## src/rtl/uv_arb_rr.sv

```systemverilog
// uv_arb_rr: registered N-way arbiter with fixed-priority and round-robin
// modes, plus a grant lock that the holder can keep for at most MAX_HOLD
// consecutive cycles before it is forced to yield.
module uv_arb_rr #(
  parameter int WIDTH    = 4,
  parameter int MAX_HOLD = 16,
  localparam int IDX_W   = ($clog2(WIDTH) < 1) ? 1 : $clog2(WIDTH),
  localparam int CNT_W   = ($clog2(MAX_HOLD + 1) < 1) ? 1 : $clog2(MAX_HOLD + 1)
) (
  input  logic             clk,
  input  logic             rst,
  input  logic             mode,
  input  logic [WIDTH-1:0] req,
  input  logic [WIDTH-1:0] lock,
  output logic [WIDTH-1:0] grant,
  output logic             grant_vld,
  output logic [IDX_W-1:0] grant_idx
);

  // Last count value of a hold; only meaningful when the limit is enabled.
  localparam int HOLD_LAST = (MAX_HOLD == 0) ? 0 : MAX_HOLD - 1;

  logic [WIDTH-1:0] grant_reg;
  logic             grant_vld_reg;
  logic [IDX_W-1:0] grant_idx_reg;
  logic [WIDTH-1:0] ptr_reg;
  logic [CNT_W-1:0] cnt_reg;

  logic             hold;
  logic             forced;
  logic [WIDTH-1:0] req_drop;
  logic [WIDTH-1:0] req_eff;
  logic [WIDTH-1:0] req_hi;
  logic [WIDTH-1:0] cand;
  logic [WIDTH-1:0] win_oh;
  logic [IDX_W-1:0] win_idx;
  logic [WIDTH-1:0] ptr_next;

  // Hold / forced-release decision and the effective request vector.
  always_comb begin
    hold     = grant_vld_reg & req[grant_idx_reg] & lock[grant_idx_reg];
    forced   = hold && (MAX_HOLD != 0) && (cnt_reg == CNT_W'(HOLD_LAST));
    req_drop = req & ~grant_reg;
    req_eff  = req;
    // A forced holder yields only if somebody else is waiting; otherwise it
    // simply re-wins and its hold counter restarts.
    if (forced && (req_drop != '0)) begin
      req_eff = req_drop;
    end
  end

  // Winner selection: in round-robin mode prefer requests at or above the
  // pointer, falling back to the lowest set bit (which is the wrap-around).
  always_comb begin
    req_hi = req_eff & ~(ptr_reg - WIDTH'(1));
    cand   = req_eff;
    if (mode && (req_hi != '0)) begin
      cand = req_hi;
    end
    // Isolate the lowest set bit of the candidate set.
    win_oh  = cand & (~cand + WIDTH'(1));
    win_idx = '0;
    for (int i = WIDTH - 1; i >= 0; i--) begin
      if (cand[i]) begin
        win_idx = IDX_W'(i);
      end
    end
    // Pointer moves to the channel just after the winner, wrapping.
    ptr_next = {win_oh[WIDTH-2:0], win_oh[WIDTH-1]};
  end

  // State register: grant, pointer and hold counter.
  always_ff @(posedge clk) begin
    if (rst) begin
      grant_reg     <= '0;
      grant_vld_reg <= 1'b0;
      grant_idx_reg <= '0;
      ptr_reg       <= WIDTH'(1);
      cnt_reg       <= '0;
    end else if (hold && !forced) begin
      cnt_reg <= cnt_reg + CNT_W'(1);
    end else begin
      cnt_reg       <= '0;
      grant_reg     <= win_oh;
      grant_vld_reg <= (req_eff != '0);
      grant_idx_reg <= win_idx;
      if (mode && (req_eff != '0)) begin
        ptr_reg <= ptr_next;
      end
    end
  end

  assign grant     = grant_reg;
  assign grant_vld = grant_vld_reg;
  assign grant_idx = grant_idx_reg;

endmodule

```

## config.mk

```make
export PLATFORM = sky130hd
export DESIGN_NAME = uv_arb_rr
export DESIGN_NICKNAME = d
export VERILOG_FILES = /design/src/rtl/uv_arb_rr.sv
export SDC_FILE = /design/constraint.sdc
export NUM_CORES = 1
export LEC_CHECK = 0
export CAP_MARGIN = 0
export CORE_UTILIZATION = 52
export DETAILED_ROUTE_END_ITERATION = 10
export GPL_TIMING_DRIVEN = 0
export PLACE_DENSITY = 0.79
export SLEW_MARGIN = 20
export SYNTH_ARGS = -nofsm -noshare
export SYNTH_HDL_FRONTEND = slang
export SYNTH_SLANG_ARGS = --single-unit
```

## constraint.sdc

```tcl
create_clock -name clk -period 5.6 [get_ports clk]
set_clock_uncertainty 0.15 [all_clocks]
set_input_delay 0.84 -clock clk [delete_from_list [all_inputs] [get_ports clk]]
set_output_delay 0.84 -clock clk [all_outputs]
set_load 0.05 [all_outputs]
```

==> results.yml <==
status:
  status: "completed"
synthesis:
  synth.top_cell.area_share_pct: 30.7
  syn_area_per_cell_um2: 8.54
  synth-seq-area-share_pct: 30.7
  syn-cell-area_mm2: 0.00104
  synthCells: 122
  synth-seq-cells: 16
  yosysWarnings: 0
  synth-edff-count: 0
  yosys.cell_types.count: 44
  ys_async_sr_fraction_pct: 0
  synthTopCellsByArea: "dfxtp_1, mux4_2, nor2_1"
  syn_nets: 136
  yosys.area.top_type: "dfxtp_1"
  ys.flop_type: "dfxtp_1"
finish:
  n_antenna_cell: 0
  nFillCells: 155
  finalNonFillerCells: 168
  multi_input_area_um2: 688
  largest_reg_flops: 5
  final_core_util_pct: 71.0
  final_net_count: 158
  seqCellArea_um2: 320
  area_growth_pct: 22.8
  drive_gt1_share_pct: 8.39
critical_path:
  crit_path_end: "ptr_reg[0]"
  ff2ff_path_depth: 9
  cp-start-kind: "primary input"
  startpoint: "req[0]"
  r2r-start: "cnt_reg[0]"
  end_kind: "flop"
  r2r-end: "grant_idx[0]"
  cp_max_fo: 8
  arrival_ns: 3.54
  worstSetupPathType: "primary input to flop"
  required_ns: 5.70
  ff2ff_setup_slack_ns: 2.66
timing:
  period_share_pct: 61.4
  hold_viol: 0
  report.final.slew_viol_count: 0
  setup_tns_ns: 0
  rsz0062_at_grt: "false"
  relSlewSlack_pct: 51.4
  worst-slew-pin-transition_ns: 0.720
  setup_viol: 0
  fmax_mhz: 291
  finalCriticalPeriod_ns: 3.44
power_and_ir_drop:
  power.switching_mw: 0.0957
  p_clk_share_pct: 27.5
  p_leak_nw: 0.482
  switching_share_pct: 33.2
  internal-power_mw: 0.193
  seq_power_share_pct: 43.6
  powerDensity_mw_per_mm2: 225
  ir_drop_mv: 0.189
  combPwrFrac_pct: 28.9
clock_tree:
  cts_tree: "done"
  cts.clk_slew.worst_paths_ns: 0.10
  cts_setup_buffers: 0
  htreeDepth: 1
  cts.root.buffer_cell: "clkbuf_4"
  clk_latency_ns: 0.30
  cts_hold_buffers: 0
  numCtsBuffers: 3
  cts.sinks: 16
  cts_max_path_buffers: 2
  ctsResizeCount: 0
global_route:
  grtUsageTotal_pct: 27.8
  grt_antenna_before_repair: 0
  grt_pass1_vias: 976
  grt_max_degree: 11
  grt.overflow.total: 0
  grt_pass1_wl_um: 4220
placement:
  portBuffers: 17
  dp_cells: 164
  place.gp.congestion: 0.895
  hpwl_um: 1990
flow_run:
  drv_cap: 0
detailed_routing:
  first_iter_violations: 43
  viasPerCell: 6.42
  num_vias: 1078
  firstDrtPassIters: 4
  ant_nets: 0
  wl_per_cell_um: 16.0
  totalWireLength_um: 2690
  route.detailed.drc: 0
die:
  start_util_pct: 57.8
  ioPinCount: 18
  core_mm2: 0.00180
  die_h_um: 46.8
  die_area_mm2: 0.00219
  num_rows: 15
  fp.dieW_um: 46.8
worst_hold_path:
  hold_path.class: "flop to flop"
## cell usage after synthesis, types with 2 or more instances
| cell | count |
|---|---|
| a32o_1 | 3 |
| o311ai_0 | 2 |
| or4_1 | 2 |
| dfxtp_1 | 16 |
| nand2_1 | 10 |
| o21ai_0 | 4 |
| and2_1 | 7 |
| inv_1 | 8 |
| a211oi_1 | 4 |
| nor2_1 | 12 |
| nand2b_1 | 3 |
| o211ai_1 | 3 |
| nor3_1 | 2 |
| a21oi_1 | 7 |
| xnor2_1 | 2 |
| mux4_2 | 2 |
| nor2b_1 | 4 |
| nand3_1 | 3 |
| ha_1 | 3 |
## power groups by stage
stage / sequential, mW / combinational, mW / clock [mW]
finish: 0.126 / 0.0834 / 0.0793
global route: 0.127 / 0.0897 / 0.0815
CTS: 0.126 / 0.0822 / 0.0798
detailed placement: 0.128 / 0.0815 / 0
global placement: 0.128 / 0.0802 / 0
floorplan: 0.139 / 0.0430 / 0
## cell families (layout without fill, tap and decap cells)
logic type / after synthesis / count (layout) / synth area share (%)
AND/OR/NAND/NOR: 49 / 49 / 25.3
buffers and inverters: 9 / 30 / 3.24
AO/OA/AOI/OAI: 39 / 39 / 29.3
flip-flops: 16 / 16 / 30.7
adder cells (fa/ha/maj): 3 / 3 / 3.60
XOR/XNOR: 3 / 3 / 2.52
multiplexers: 3 / 3 / 5.28
## worst min-delay path by stage
stage	depth (start not counted)	endpoint	slack [ns]	startpoint
2_1_floorplan	1	cnt_reg[0]	0.27	cnt_reg[0]
3_3_place_gp	1	cnt_reg[0]	0.28	cnt_reg[0]
3_5_place_dp	1	cnt_reg[0]	0.30	cnt_reg[0]
4_1_cts	1	cnt_reg[0]	0.31	cnt_reg[0]
5_1_grt	1	cnt_reg[0]	0.33	cnt_reg[0]
6_report	1	cnt_reg[0]	0.31	cnt_reg[0]
## critical path, cell delays in order
cell and delay [ns]:
clkdlybuf4s50_1 0.58, nand2_1 0.08, mux4_2 0.57, o21ai_0 0.47
a211oi_1 0.10, a211oi_1 0.61, a311o_1 0.28
## metal layers
metal,track usage [%],vias up,part of all wire (%)
li1,-,506,-
met1,32.8,501,44
met2,47.2,58,45
met3,4.62,13,6.7
met4,16.6,0,4.0
met5,0,-,0
## layout make-up
| class | count | share of cell area [%] |
|---|---|---|
| tap | 25 | 2.44 |
| multi-input combinational | 97 | 53.8 |
| inverter | 8 | 2.35 |
| buffer | 1 | 0.293 |
| timing repair buffer | 17 | 13.3 |
| clock buffer | 4 | 2.83 |
| sequential | 16 | 25.0 |
## per-stage QoR
step / setup slack, ns / total power [mW] / hold slack, ns / instance area (µm²)
finish: 2.16 / 0.289 / 0.309 / 1280
global placement: 1.97 / 0.208 / 0.282 / 1240
global route: 1.97 / 0.298 / 0.334 / 1280
floorplan: 2.75 / 0.182 / 0.268 / 1040
CTS: 2.23 / 0.288 / 0.315 / 1280
detailed placement: 1.93 / 0.210 / 0.302 / 1240
## layout by cell type (no fill, tap or decap), types with 2 or more instances in the layout
| master | count |
|---|---|
| xnor2_1 | 2 |
| mux4_2 | 2 |
| and2_1 | 7 |
| nand3_1 | 3 |
| nor2b_1 | 4 |
| ha_1 | 3 |
| inv_1 | 8 |
| or4_1 | 2 |
| dfxtp_1 | 16 |
| o211ai_1 | 3 |
| clkdlybuf4s50_1 | 17 |
| nor3_1 | 2 |
| a32o_1 | 3 |
| nand2_1 | 10 |
| clkbuf_4 | 3 |
| a211oi_1 | 4 |
| nand2b_1 | 3 |
| o311ai_0 | 2 |
| nor2_1 | 12 |
| o21ai_0 | 4 |
| a21oi_1 | 7 |
Power figures use the tool's default switching activity.
